File: src/rtl/fdiv_if.sv
// Operand/result handshake bundle for the fdiv iterative binary32 divider.
// master: operand producer and result consumer; slave: the divider.
interface fdiv_if;
    logic [31:0] s;
    logic [31:0] t;
    logic        in_valid;
    logic        in_ready;
    logic [31:0] d;
    logic        overflow;
    logic        underflow;
    logic        div_by_zero;
    logic        out_valid;
    logic        out_ready;

    modport master (
        output s, t, in_valid, out_ready,
        input  in_ready, d, overflow, underflow, div_by_zero, out_valid
    );

    modport slave (
        input  s, t, in_valid, out_ready,
        output in_ready, d, overflow, underflow, div_by_zero, out_valid
    );
endinterface

File: src/rtl/fdiv.sv
// Iterative binary32 divider d = s / t: 26-step restoring division, RNE rounding.
// Optional FDIV_EARLY_OUT_EN: special cases and exponent saturation finish one cycle after accept.
module fdiv (
    input  logic   clk,
    input  logic   rst,
    fdiv_if.slave  bus
);
    localparam int DATA_W = 32;
    localparam int Q_W    = 26;
    localparam int EXP_W  = 10;

    typedef enum logic [1:0] {IDLE, DIV, ROUND, DONE} state_t;
    state_t state, state_nxt;

    logic                    accept, handshake, early;
    logic                    sign_s, sign_t, sign_q;
    logic [7:0]              es, et;
    logic [22:0]             fs, ft;
    logic                    s_zero, s_inf, s_nan, t_zero, t_inf, t_nan;
    logic                    sp_hit, sp_dbz;
    logic [DATA_W-1:0]       sp_d;
    logic [23:0]             ma, mb;
    logic                    adj;
    logic signed [EXP_W-1:0] e_pre, e_in;
    logic [Q_W-1:0]          rem_in;

    logic                    sign_p0, sp_p0, sp_dbz_p0;
    logic [DATA_W-1:0]       sp_d_p0;
    logic signed [EXP_W-1:0] exp_p0;
    logic [23:0]             mb_p0;
    logic [Q_W-1:0]          rem_p0, q_p0, rem_sub, rem_nxt;
    logic                    q_bit;
    logic [4:0]              cnt_p0;

    logic [DATA_W-1:0]       d_p1;
    logic                    ovf_p1, unf_p1, dbz_p1;

    // Round-to-nearest-even on the 26-bit quotient, then saturate or flush the exponent.
    function automatic logic [DATA_W+1:0] round_pack(
        input logic                    sign,
        input logic signed [EXP_W-1:0] e,
        input logic [Q_W-1:0]          q,
        input logic                    sticky
    );
        logic                    inc;
        logic [24:0]             sig;
        logic signed [EXP_W-1:0] e_rnd;
        logic [DATA_W-1:0]       res;
        logic                    ovf, unf;
        inc   = q[1] & (q[0] | sticky | q[2]);
        sig   = {1'b0, q[25:2]} + {24'd0, inc};
        e_rnd = sig[24] ? e + 10'sd1 : e;
        ovf   = 1'b0;
        unf   = 1'b0;
        if (e_rnd >= 10'sd255) begin
            res = {sign, 8'hFF, 23'd0};
            ovf = 1'b1;
        end else if (e_rnd <= 10'sd0) begin
            res = {sign, 31'd0};
            unf = 1'b1;
        end else begin
            res = {sign, e_rnd[7:0], sig[22:0]};
        end
        return {ovf, unf, res};
    endfunction

    assign accept    = bus.in_valid && (state == IDLE);
    assign handshake = bus.out_ready && (state == DONE);

    assign sign_s = bus.s[31];
    assign sign_t = bus.t[31];
    assign es     = bus.s[30:23];
    assign et     = bus.t[30:23];
    assign fs     = bus.s[22:0];
    assign ft     = bus.t[22:0];
    assign sign_q = sign_s ^ sign_t;

    // Subnormal operands count as zero.
    assign s_zero = (es == 8'd0);
    assign t_zero = (et == 8'd0);
    assign s_inf  = (es == 8'hFF) && (fs == 23'd0);
    assign t_inf  = (et == 8'hFF) && (ft == 23'd0);
    assign s_nan  = (es == 8'hFF) && (fs != 23'd0);
    assign t_nan  = (et == 8'hFF) && (ft != 23'd0);

    always_comb begin
        sp_hit = 1'b1;
        sp_dbz = 1'b0;
        sp_d   = '0;
        if (s_nan)                                    sp_d = bus.s | 32'h0040_0000;
        else if (t_nan)                               sp_d = bus.t | 32'h0040_0000;
        else if ((s_zero && t_zero) || (s_inf && t_inf)) sp_d = 32'h7FC0_0000;
        else if (s_inf)                               sp_d = {sign_q, 8'hFF, 23'd0};
        else if (t_inf)                               sp_d = {sign_q, 31'd0};
        else if (s_zero)                              sp_d = {sign_q, 31'd0};
        else if (t_zero) begin
            sp_d   = {sign_q, 8'hFF, 23'd0};
            sp_dbz = 1'b1;
        end else begin
            sp_hit = 1'b0;
        end
    end

    assign ma     = {1'b1, fs};
    assign mb     = {1'b1, ft};
    assign adj    = (ma < mb);
    assign rem_in = adj ? {1'b0, ma, 1'b0} : {2'b00, ma};
    assign e_pre  = $signed({2'b00, es}) - $signed({2'b00, et}) + 10'sd127;
    assign e_in   = e_pre - $signed({9'd0, adj});

`ifdef FDIV_EARLY_OUT_EN
    logic eo_ovf, eo_unf;
    assign eo_ovf = !sp_hit && (e_pre >= 10'sd256);
    assign eo_unf = !sp_hit && (e_pre < 10'sd0);
    assign early  = sp_hit || eo_ovf || eo_unf;
`else
    assign early  = 1'b0;
`endif

    assign q_bit   = (rem_p0 >= {2'b00, mb_p0});
    assign rem_sub = q_bit ? rem_p0 - {2'b00, mb_p0} : rem_p0;
    assign rem_nxt = {rem_sub[Q_W-2:0], 1'b0};

    always_ff @(posedge clk) begin
        if (rst) begin
            state  <= IDLE;
            cnt_p0 <= '0;
        end else begin
            state <= state_nxt;
            if (accept)             cnt_p0 <= '0;
            else if (state == DIV)  cnt_p0 <= cnt_p0 + 5'd1;
        end
    end

    always_comb begin
        state_nxt = state;
        case (state)
            IDLE:    if (accept) state_nxt = early ? DONE : DIV;
            DIV:     if (cnt_p0 == 5'd25) state_nxt = ROUND;
            ROUND:   state_nxt = DONE;
            DONE:    if (handshake) state_nxt = IDLE;
            default: state_nxt = IDLE;
        endcase
    end

    // Stage p0: operands captured at accept, then one quotient bit per DIV cycle.
    always_ff @(posedge clk) begin
        if (accept) begin
            sign_p0   <= sign_q;
            exp_p0    <= e_in;
            mb_p0     <= mb;
            rem_p0    <= rem_in;
            q_p0      <= '0;
            sp_p0     <= sp_hit;
            sp_d_p0   <= sp_d;
            sp_dbz_p0 <= sp_dbz;
        end else if (state == DIV) begin
            rem_p0 <= rem_nxt;
            q_p0   <= {q_p0[Q_W-2:0], q_bit};
        end
    end

    // Stage p1: registered result and flags, held through DONE.
    always_ff @(posedge clk) begin
        if (rst) begin
            d_p1   <= '0;
            ovf_p1 <= 1'b0;
            unf_p1 <= 1'b0;
            dbz_p1 <= 1'b0;
        end else if (accept) begin
            ovf_p1 <= 1'b0;
            unf_p1 <= 1'b0;
            dbz_p1 <= 1'b0;
`ifdef FDIV_EARLY_OUT_EN
            if (sp_hit) begin
                d_p1   <= sp_d;
                dbz_p1 <= sp_dbz;
            end else if (eo_ovf) begin
                d_p1   <= {sign_q, 8'hFF, 23'd0};
                ovf_p1 <= 1'b1;
            end else if (eo_unf) begin
                d_p1   <= {sign_q, 31'd0};
                unf_p1 <= 1'b1;
            end
`endif
        end else if (state == ROUND) begin
            if (sp_p0) begin
                d_p1   <= sp_d_p0;
                dbz_p1 <= sp_dbz_p0;
            end else begin
                {ovf_p1, unf_p1, d_p1} <= round_pack(sign_p0, exp_p0, q_p0, rem_p0 != '0);
            end
        end
    end

    assign bus.in_ready    = (state == IDLE);
    assign bus.out_valid   = (state == DONE);
    assign bus.d           = d_p1;
    assign bus.overflow    = ovf_p1;
    assign bus.underflow   = unf_p1;
    assign bus.div_by_zero = dbz_p1;
endmodule
File: src/flat_wrapper.sv
// flat-port wrapper written by rule: the top's interface ports become plain ports
module fdiv_flat 
  (clk, rst, bus_s, bus_t, bus_in_valid, bus_out_ready, bus_in_ready, bus_d, bus_overflow, bus_underflow, bus_div_by_zero, bus_out_valid);
  fdiv_if bus_i ();
  input  logic clk;
  input  logic rst;
  input wire logic [$bits(bus_i.s)-1:0] bus_s;
  input wire logic [$bits(bus_i.t)-1:0] bus_t;
  input wire logic [$bits(bus_i.in_valid)-1:0] bus_in_valid;
  input wire logic [$bits(bus_i.out_ready)-1:0] bus_out_ready;
  output wire logic [$bits(bus_i.in_ready)-1:0] bus_in_ready;
  output wire logic [$bits(bus_i.d)-1:0] bus_d;
  output wire logic [$bits(bus_i.overflow)-1:0] bus_overflow;
  output wire logic [$bits(bus_i.underflow)-1:0] bus_underflow;
  output wire logic [$bits(bus_i.div_by_zero)-1:0] bus_div_by_zero;
  output wire logic [$bits(bus_i.out_valid)-1:0] bus_out_valid;
  assign bus_i.s = bus_s;
  assign bus_i.t = bus_t;
  assign bus_i.in_valid = bus_in_valid;
  assign bus_i.out_ready = bus_out_ready;
  assign bus_in_ready = bus_i.in_ready;
  assign bus_d = bus_i.d;
  assign bus_overflow = bus_i.overflow;
  assign bus_underflow = bus_i.underflow;
  assign bus_div_by_zero = bus_i.div_by_zero;
  assign bus_out_valid = bus_i.out_valid;
  fdiv u_core (.clk(clk), .rst(rst), .bus(bus_i));
endmodule
File: config.mk
export PLATFORM = sky130hd
export DESIGN_NAME = fdiv_flat
export DESIGN_NICKNAME = d
export VERILOG_FILES = /design/src/rtl/fdiv_if.sv /design/src/rtl/fdiv.sv /design/src/flat_wrapper.sv
export SDC_FILE = /design/constraint.sdc
export NUM_CORES = 1
export LEC_CHECK = 0
export CORE_MARGIN = 2
export CORE_UTILIZATION = 50
export CTS_BUF_LIST = sky130_fd_sc_hd__clkbuf_8 sky130_fd_sc_hd__clkbuf_16
export CTS_CLUSTER_DIAMETER = 150
export DETAILED_ROUTE_END_ITERATION = 7
export GPL_TIMING_DRIVEN = 0
export PLACE_DENSITY = 0.8
export SYNTH_ARGS = -nofsm -noshare
export SYNTH_HDL_FRONTEND = slang
export SYNTH_SLANG_ARGS = --single-unit
File: constraint.sdc
create_clock -name clk -period 4.4 [get_ports clk]
set_clock_uncertainty 0.2 [all_clocks]
set_input_delay 0.88 -clock clk [delete_from_list [all_inputs] [get_ports clk]]
set_output_delay 0.88 -clock clk [all_outputs]
set_load 0.05 [all_outputs]
==> results.toml, run 1 <==
[setup_path]
crit_type = "input port to flop"
r2r_start = "u_core.rem_p0[2]$_DFFE_PP_"
r2r_end = "u_core.rem_p0[9]$_DFFE_PP_"
crit_required_ns = 4.48
worst_setup_path_start_kind = "input port"
cp_max_fo = 4
critPathCaptureType = "flop"
rrSetupSlack_ns = 0.22
reg2regPathDepth = 10
worst-endpoint-arrival_ns = 4.31

[detailed_routing]
drtAntennaViolNets = 0
first_iter_violations = 823
route.vias.total = 8794
drc = 0
totalWireLength_um = 28480
dr.pass1.iters = 6
via_per_inst = 6.086
wl_per_cell_um = 19.71

[sta]
tightest_slew_ns = 1.355
holdWs_ns = 0.2747
hold_viol = 0
max_slew_margin_pct = 9.651
fmax_mhz = 236.5
setup_violations = 0
fin_setup_tns_ns = 0
min_period_over_period_pct = 96.09
slew_violations = 0
period_minus_slack_ns = 4.228
fin_ws_ns = 0.1721

[clock_tree]
cts_tree = "done"
cts_root_buf = "clkbuf_16"
hold_buffers = 0
cts_buffer_depth = 2
clock_sinks = 162
htree_num_levels = 4
insertion_delay_ns = 0.44
numCtsBuffers = 17
clkTransAtPathRegs_ns = 0.07

[floorplanning]
die_x_um = 146.8
coreArea_um2 = 20100
die_area_um2 = 21550
io_pins = 105
rows = 52
start_util_pct = 50.70
die_h_um = 146.8

[grt]
antenna_found_initial = 2
grt_max_degree = 41
grt-ovfl-total = 0
grt_pass1_vias = 8425
grtUsageTotal_pct = 26.24
grt_pass1_wl_um = 44280

[final_layout]
fill_cells = 1604
fin_nets = 1299
final_layout_size_suffix_gt1_share_pct = 8.959
final_common_cell = "edfxtp_1"
final_cell_mix = "edfxtp_1 (94), nor2_1 (90), inv_1 (82)"
stdcell_count = 1445
syn_to_final_growth_pct = 20.44

[hold_path]
min_to = "u_core.bus.underflow$_SDFFE_PP0P_"
hp-class = "flop to flop"
hold_path_depth = 2
holdCritStartpoint = "u_core.bus.underflow$_SDFFE_PP0P_"

[status]
run_status = "completed"

[place]
gp_congestion = 0.9826
dpl.cell_count = 1405
hpwl_um = 21360
io_buffers = 104
pre_cts_ws_ns = -1.311

[synthesis]
async_reset_ff_share_pct = 0
ys.flop_type = "edfxtp_1"
yosysSeqAreaShare_pct = 41.05
synthesis.yosys.warnings = 0
syn_avg_cell_area_um2 = 9.897
netlist_area_um2 = 10190
syn_inst = 1030
synthDistinctLibCells = 74
synth-edff-count = 94
syn_nets = 1170
yosys_register_bits = 162

[pwr]
power.density_nw_per_um2 = 616.0
p_leak_uw = 0.004924
peakVddDrop_mv = 0.4147

[flow_run]
cap_violations = 0
-- Yosys cell counts, types with 25 or more instances --
library cell / n / share of area (%)
edfxtp_1: 94 / 28
nor2_1: 90 / 3.3
inv_1: 83 / 3.1
ha_1: 69 / 8.5
dfxtp_1: 68 / 13
a21oi_1: 53 / 2.6
nand2_1: 52 / 1.9
mux2i_1: 51 / 5.0
clkbuf_1: 32 / 1.2
o21ai_0: 32 / 1.6
a22oi_1: 31 / 2.3
xnor2_1: 31 / 2.7
xor2_1: 31 / 2.7
nand3_1: 25 / 1.2
-- cell families (layout without fill, tap and decap cells) --
kind of cell	Yosys count	after routing	share of synthesized area, %
muxes	51	51	5.008
and+or+nand+nor	293	293	15.05
DFF	162	162	41.05
other	0	3	0
buffers and inverters	126	268	4.971
adders and majority gates	72	72	9.059
xor gates and xnor gates	62	62	5.327
AOI/OAI and AO/OA	264	264	19.54
-- worst max-delay path, stage by stage --
cell             delay [ns]
clkdlybuf4s50_1        0.57
inv_1                  0.07
ha_1                   0.20
a21o_1                 0.16
a211oi_2               0.26
nand2_1                0.12
o21ai_4                0.17
buf_8                  0.12
clkinvlp_4             0.10
ha_1                   0.20
ha_1                   0.21
fa_2                   0.36
a21oi_1                0.17
nor2_1                 0.06
nor2_1                 0.12
o21bai_1               0.09
a21oi_2                0.18
nor2b_1                0.08
nor3b_2                0.17
-- repair_timing --
| action | CTS | global route |
|---|---|---|
| setup endpoints to repair | 8 | 5 |
| pin swaps | 6 | 4 |
| resized for setup | 31 | 38 |
| buffers inserted | 4 | 1 |
-- where the power goes --
part           switching [uW]  internal [uW]
clock network             670            827
logic                    2180           1390
registers                 304           2190
total                    3150           4410
-- worst max path at each step --
stage                       startpoint                          to  cells past startpoint
after detailed placement     bus_t[15]  u_core.exp_p0[9]$_DFFE_PP_                     19
after global routing          bus_t[2]  u_core.exp_p0[9]$_DFFE_PP_                     20
after CTS                     bus_t[5]  u_core.exp_p0[9]$_DFFE_PP_                     18
after global placement    bus_in_valid   u_core.mb_p0[7]$_DFFE_PP_                      5
final                        bus_t[19]  u_core.exp_p0[9]$_DFFE_PP_                     19
after floorplan               bus_t[9]  u_core.exp_p0[9]$_DFFE_PP_                     19
-- per-stage QoR --
step                area, um^2  total power [uW]  util, %
global route             12270              7990    61.05
detailed placement       11600              5970    57.72
global placement         11580              5889    57.61
finish                   12280              7562    61.07
CTS                      12240              7500    60.89
floorplan                10200              5012        -
-- flip-flops by register name (all words and copies together), names as in the netlist, 2 cells and up --
register and flops:
u_core.state 2, u_core.q_p0 26, u_core.rem_p0 26, u_core.cnt_p0 5
u_core.sp_d_p0 32, u_core.exp_p0 10, u_core.mb_p0 23, u_core.bus.d 32
-- layer usage --
metal	track usage, %	wire (um)
met1	33.84	11490
met3	5.093	2436
met4	10.78	1056
met2	43.47	13500
met5	0	0
-- layout make-up --
| class | instances | area, um^2 | share of cell area [%] |
|---|---|---|---|
| Multi-Input combinational cell | 742 | 5560 | 45.29 |
| Sequential cell | 162 | 4184 | 34.08 |
| Timing Repair Buffer | 110 | 1075 | 8.755 |
| Clock buffer | 18 | 450.4 | 3.669 |
| Tap cell | 270 | 337.8 | 2.752 |
| Inverter | 83 | 315.3 | 2.568 |
| Buffer | 43 | 206.4 | 1.682 |
| Clock inverter | 14 | 140.1 | 1.141 |
| Antenna cell | 3 | 7.507 | 0.06115 |
No activity file was read; power rests on OpenSTA's default activity.
==> run 2: changes to the inputs <==
--- a/config.mk
+++ b/config.mk
@@ -11,7 +11,7 @@
 export CTS_CLUSTER_DIAMETER = 150
 export DETAILED_ROUTE_END_ITERATION = 7
 export GPL_TIMING_DRIVEN = 0
-export PLACE_DENSITY = 0.8
+export PLACE_DENSITY = 0.78
 export SYNTH_ARGS = -nofsm -noshare
 export SYNTH_HDL_FRONTEND = slang
 export SYNTH_SLANG_ARGS = --single-unit
==> constraint.sdc (replaced) <==
create_clock -name clk -period 3.9 [get_ports clk]
set_clock_uncertainty 0.2 [all_clocks]
set_input_delay 0.78 -clock clk [delete_from_list [all_inputs] [get_ports clk]]
set_output_delay 0.78 -clock clk [all_outputs]
set_load 0.05 [all_outputs]
==> run 2 against run 1 <==
  * Combinational power rose by 16%
  * Die area did not move
  * Global-route usage rose by 0.36 points
  * Worst setup slack got worse by 0.13 ns
  * Hold slack got worse by 0.0079 ns
  * Power rose by 13%
  * Count of clock-buffer cells in the layout did not move
  * Critical path depth did not move
  * Core utilization rose by 0.41 points
  * Critical path type unchanged
  * Largest power group unchanged
==> results.toml, run 2 (same netlist as run 1, synthesis figures left out) <==
[sta]
period_minus_slack_ns = 3.861
slew_violations = 0
setup_violations = 0
fmax_mhz = 259.0
hold_viol = 0
tightest_slew_ns = 1.363
holdWs_ns = 0.2668
grt_setup_unrepaired = "true"
min_period_over_period_pct = 99.01
fin_setup_tns_ns = 0
max_slew_margin_pct = 9.164

[final_layout]
syn_to_final_growth_pct = 21.25
diodes = 0
final_cell_mix = "edfxtp_1 (94), nor2_1 (90), inv_1 (77)"
final_layout_size_suffix_gt1_share_pct = 13.33
fin_area_um2 = 12360
final_common_cell = "edfxtp_1"
fill_cells = 1655
fin_nets = 1297

[setup_path]
cpPeakStageDelay_ns = 0.36
r2r_start = "u_core.rem_p0[10]$_DFFE_PP_"
path_delay_family = "adder cells"
cp_slowest_cell = "fa_2"
critPathCaptureType = "flop"
crit_type = "input port to flop"
rrSetupSlack_ns = 0.13
r2r_end = "u_core.rem_p0[22]$_DFFE_PP_"
worst_setup_path_start_kind = "input port"
crit_required_ns = 3.98
path_cells = "clkdlybuf4s15_1, inv_1, ha_1, and3_1, o311ai_2, o221ai_4, o21ai_4, buf_8, inv_6, ha_4, ha_4, fa_2, a21oi_2, nor2_1, nor2_1, o21bai_1, a21oi_2, nor2b_1, nor3b_2"
path_buf_inv = 4
cp_max_fo = 7
worst-endpoint-arrival_ns = 3.94
reg2regPathDepth = 11

[grt]
grt_pass1_vias = 8205
grt-ovfl-total = 0
grt_max_degree = 78
grtUsageTotal_pct = 26.60
grt_pass1_wl_um = 44650
antenna_found_initial = 0

[pwr]
peakVddDrop_mv = 0.3849
power.density_nw_per_um2 = 692.8
p_leak_uw = 0.004829
total_power_uw = 8562

[clock_tree]
cts_root_buf = "clkbuf_16"
hold_buffers = 0
cts_buffer_depth = 2
insertion_delay_ns = 0.43
cts_tree = "done"
clkTransAtPathRegs_ns = 0.07
clock_sinks = 162
numCtsBuffers = 17
htree_num_levels = 4

[detailed_routing]
via_per_inst = 6.127
wl_per_cell_um = 19.98
totalWireLength_um = 28760
first_iter_violations = 865
route.vias.total = 8823
drtAntennaViolNets = 0
dr.pass1.iters = 6
drc = 0

[place]
gp_congestion = 0.9758
dpl_cell_area_um2 = 11720
hpwl_um = 21560
io_buffers = 104

[hold_path]
hp-class = "flop to flop"
hold_path_depth = 2
holdCritStartpoint = "u_core.bus.underflow$_SDFFE_PP0P_"
min_to = "u_core.bus.underflow$_SDFFE_PP0P_"

[floorplanning]
die_x_um = 146.8
coreArea_um2 = 20100
io_pins = 105
die_h_um = 146.8
die_area_um2 = 21550
rows = 52
start_util_pct = 50.70

[flow_run]
cap_violations = 0

[status]
run_status = "completed"
[run 2: worst register-to-register path, stage by stage, from the launching register on]
cell	delay [ns]
edfxtp_1	0.45
ha_1	0.43
nand4_1	0.25
nor3_2	0.42
o211ai_1	0.32
nand3_1	0.18
o221a_2	0.25
a31oi_4	0.16
clkbuf_4	0.26
clkbuf_2	0.26
nand3_1	0.14
o221ai_1	0.15
[run 2: through the flow]
stage | util [%] | worst slack [ns] | instances
after floorplan | - | -0.1950 | 1030
after global placement | 58.33 | -1.307 | 1404
after detailed placement | 58.31 | -1.365 | 1404
after CTS | 61.48 | 0.001315 | 1439
after global routing | 61.48 | -0.09007 | 1440
final | 61.48 | 0.03860 | 1440
[run 2: report_power, final]
part / internal (uW) / total (uW) / switching, uW / leakage (uW)
Sequential: 2480 / 2840 / 366 / 0.00146
Combinational: 1590 / 4130 / 2550 / 0.00308
Clock: 858 / 1590 / 728 / 0.000281
[run 2: cell type report]
type	instances	area, um^2	area share, %
plain buffers	43	215.2	1.741
clock inverters	14	101.3	0.8200
flip-flops and latches	162	4184	33.85
inverters	83	321.6	2.602
multi-input cells	742	5807	46.98
well taps	270	337.8	2.733
clock buffers	18	450.4	3.644
repair buffers	108	942.2	7.623
[run 2: worst max path at each step]
stage | from | endpoint | slack, ns | depth (start not counted)
6_report | bus_t[16] | u_core.exp_p0[9]$_DFFE_PP_ | 0.04 | 19
5_1_grt | bus_s[11] | u_core.exp_p0[9]$_DFFE_PP_ | -0.09 | 19
4_1_cts | bus_t[6] | u_core.exp_p0[9]$_DFFE_PP_ | 0.001 | 20
2_1_floorplan | bus_s[15] | u_core.exp_p0[9]$_DFFE_PP_ | -0.20 | 17
3_5_place_dp | bus_s[12] | u_core.exp_p0[9]$_DFFE_PP_ | -1.36 | 18
3_3_place_gp | bus_t[2] | u_core.exp_p0[9]$_DFFE_PP_ | -1.31 | 20
[run 2: repair_timing]
action / in CTS / in global routing
setup endpoints to repair: 20 / 18
buffers inserted: 3 / 1
pin swaps: 5 / 12
gates resized for setup: 92 / 78
[run 2: per-layer routing]
layer,track usage (%),wire length (um)
met1,36.62,12300
met2,42.28,13280
met3,5.528,2471
met4,8.350,711
met5,0,0
==> run 3: changes to the inputs <==
--- a/config.mk
+++ b/config.mk
@@ -5,13 +5,15 @@
 export SDC_FILE = /design/constraint.sdc
 export NUM_CORES = 1
 export LEC_CHECK = 0
+export CORE_ASPECT_RATIO = 1.5
 export CORE_MARGIN = 2
-export CORE_UTILIZATION = 50
+export CORE_UTILIZATION = 58
 export CTS_BUF_LIST = sky130_fd_sc_hd__clkbuf_8 sky130_fd_sc_hd__clkbuf_16
 export CTS_CLUSTER_DIAMETER = 150
+export CTS_CLUSTER_SIZE = 28
 export DETAILED_ROUTE_END_ITERATION = 7
 export GPL_TIMING_DRIVEN = 0
-export PLACE_DENSITY = 0.78
+export PLACE_DENSITY = 0.87
 export SYNTH_ARGS = -nofsm -noshare
 export SYNTH_HDL_FRONTEND = slang
 export SYNTH_SLANG_ARGS = --single-unit
==> run 3 against run 2 <==
  * The flow now finishes with violations (setup timing)
  * Flip-flop and latch count unchanged
  * Maximum frequency decreased by 1.7%
  * Hold slack improved by 0.0014 ns
  * Power increased by 2.5%
  * Clock power increased by 11%
  * Count of clock-buffer cells in the layout decreased by 1
  * Wire length increased by 3.3%
  * Register-to-register slack got worse by 0.03 ns
  * First-iteration DRC count decreased by 3.4%
  * Critical endpoint unchanged
  * Largest cell class unchanged
==> results.toml, run 3 (same netlist as run 1, synthesis figures left out) <==
[sta]
fin_ws_ns = -0.02683
grt_setup_unrepaired = "true"
hold_viol = 0
slew_violations = 0
max_slew_margin_pct = 8.060
period_minus_slack_ns = 3.927
min_period_over_period_pct = 100.7
setup_violations = 1
tightest_slew_ns = 1.379
fmax_mhz = 254.7
fin_setup_tns_ns = -0.02683

[detailed_routing]
drtAntennaViolNets = 0
via_per_inst = 6.524
wl_per_cell_um = 21.39
drc = 0
route.vias.total = 9062
totalWireLength_um = 29700
dr.pass1.iters = 6
first_iter_violations = 836

[setup_path]
rrSetupSlack_ns = 0.10
crit_type = "input port to flop"
worst-endpoint-arrival_ns = 4.01
critPathCaptureType = "flop"
worst_setup_path_start_kind = "input port"
crit_required_ns = 3.98
r2r_start = "u_core.rem_p0[10]$_DFFE_PP_"
setup.worst_path.start = "bus_t[3]"
cp_max_fo = 4

[final_layout]
syn_to_final_growth_pct = 22.57
fill_cells = 1224
diodes = 0
final_common_cell = "edfxtp_1"
multiInputGateArea_um2 = 5816
ff_latch_area_um2 = 4184
fin_area_um2 = 12490
fin_nets = 1303
final_layout_size_suffix_gt1_share_pct = 14.88
final_cell_mix = "edfxtp_1 (94), nor2_1 (88), inv_1 (74)"

[clock_tree]
htree_num_levels = 4
clock_sinks = 162
clkTransAtPathRegs_ns = 0.07
cts_root_buf = "clkbuf_16"
insertion_delay_ns = 0.44
hold_buffers = 0
cts_tree = "done"
cts_buffer_depth = 2
numCtsBuffers = 17

[pwr]
peakVddDrop_mv = 0.4856
p_leak_uw = 0.004910
power.density_nw_per_um2 = 702.2

[floorplanning]
die_x_um = 112.2
coreArea_um2 = 17270
io_pins = 105
die_h_um = 166.4
rows = 59
start_util_pct = 59.01
die_area_um2 = 18670

[hold_path]
holdCritStartpoint = "u_core.bus.underflow$_SDFFE_PP0P_"
hp-class = "flop to flop"

[grt]
grt_pass1_vias = 8997
grtUsageTotal_pct = 32.01
grt_max_degree = 64
grt_pass1_wl_um = 46720
grt-ovfl-total = 0
antenna_found_initial = 0

[place]
gp_congestion = 0.9861
pre_cts_ws_ns = -1.675
io_buffers = 104
hpwl_um = 22330
dpl_cell_area_um2 = 11680

[status]
violations = "setup timing"
run_status = "finished with violations"

[flow_run]
cap_violations = 0
## run 3: layout make-up
type                    instances  share of cell area [%]
plain buffers                  43                   1.752
clock buffers                  17                   3.405
clock inverters                15                   1.532
inverters                      83                   2.694
multi-input cells             742                   46.55
flip-flops and latches        162                   33.49
well taps                     213                   2.133
repair buffers                114                   8.452
## run 3: worst max-delay path, stage by stage
cell and delay (ns):
clkdlybuf4s15_1 0.32, inv_1 0.08, ha_1 0.20, a21o_1 0.18
a31oi_4 0.22, o221ai_4 0.19, o21ai_4 0.27, buf_12 0.15
clkinv_8 0.05, ha_4 0.15, ha_4 0.16, fa_2 0.41
a21oi_2 0.14, nor2_1 0.05, nor2_2 0.15, o21bai_1 0.09
a21oi_2 0.18, nor2b_1 0.07, nor3b_1 0.17
## run 3: worst paths after layout
path                                            end  cells past startpoint
hold / removal    u_core.bus.underflow$_SDFFE_PP0P_                      2
hold reg to reg   u_core.bus.underflow$_SDFFE_PP0P_                      2
setup / recovery         u_core.exp_p0[9]$_DFFE_PP_                     19
setup reg to reg         u_core.rem_p0[9]$_DFFE_PP_                     12
## run 3: power breakdown
| group | total, uW | internal [uW] | switching (uW) |
|---|---|---|---|
| clock | 1760 | 977 | 784 |
| combinational | 4180 | 1620 | 2560 |
| sequential | 2830 | 2470 | 360 |
## run 3: what timing repair did
action | in CTS | in global routing
buffers inserted | 2 | 7
setup endpoints to repair | 35 | 53
pin swaps | 9 | 28
resized for setup | 124 | 110
## run 3: through the flow
step	util (%)	hold slack [ns]	cells	power (uW)
5_1_grt	72.33	0.2949	1389	9212
4_1_cts	71.76	0.2755	1382	8633
3_3_place_gp	67.47	0.2517	1347	6709
3_5_place_dp	67.61	0.2652	1348	6840
2_1_floorplan	-	0.2564	1030	5671
6_report	72.33	0.2682	1389	8773
## run 3: routing by layer
layer / global-route usage (%) / wire [um] / share of wire, % / vias to the layer above
met2: 56.44 / 15270 / 51 / 480
li1: - / - / - / 4124
met5: 0 / 0 / 0 / -
met3: 5.292 / 2078 / 7.0 / 159
met4: 23.28 / 2373 / 8.0 / 0
met1: 34.01 / 9985 / 34 / 4299
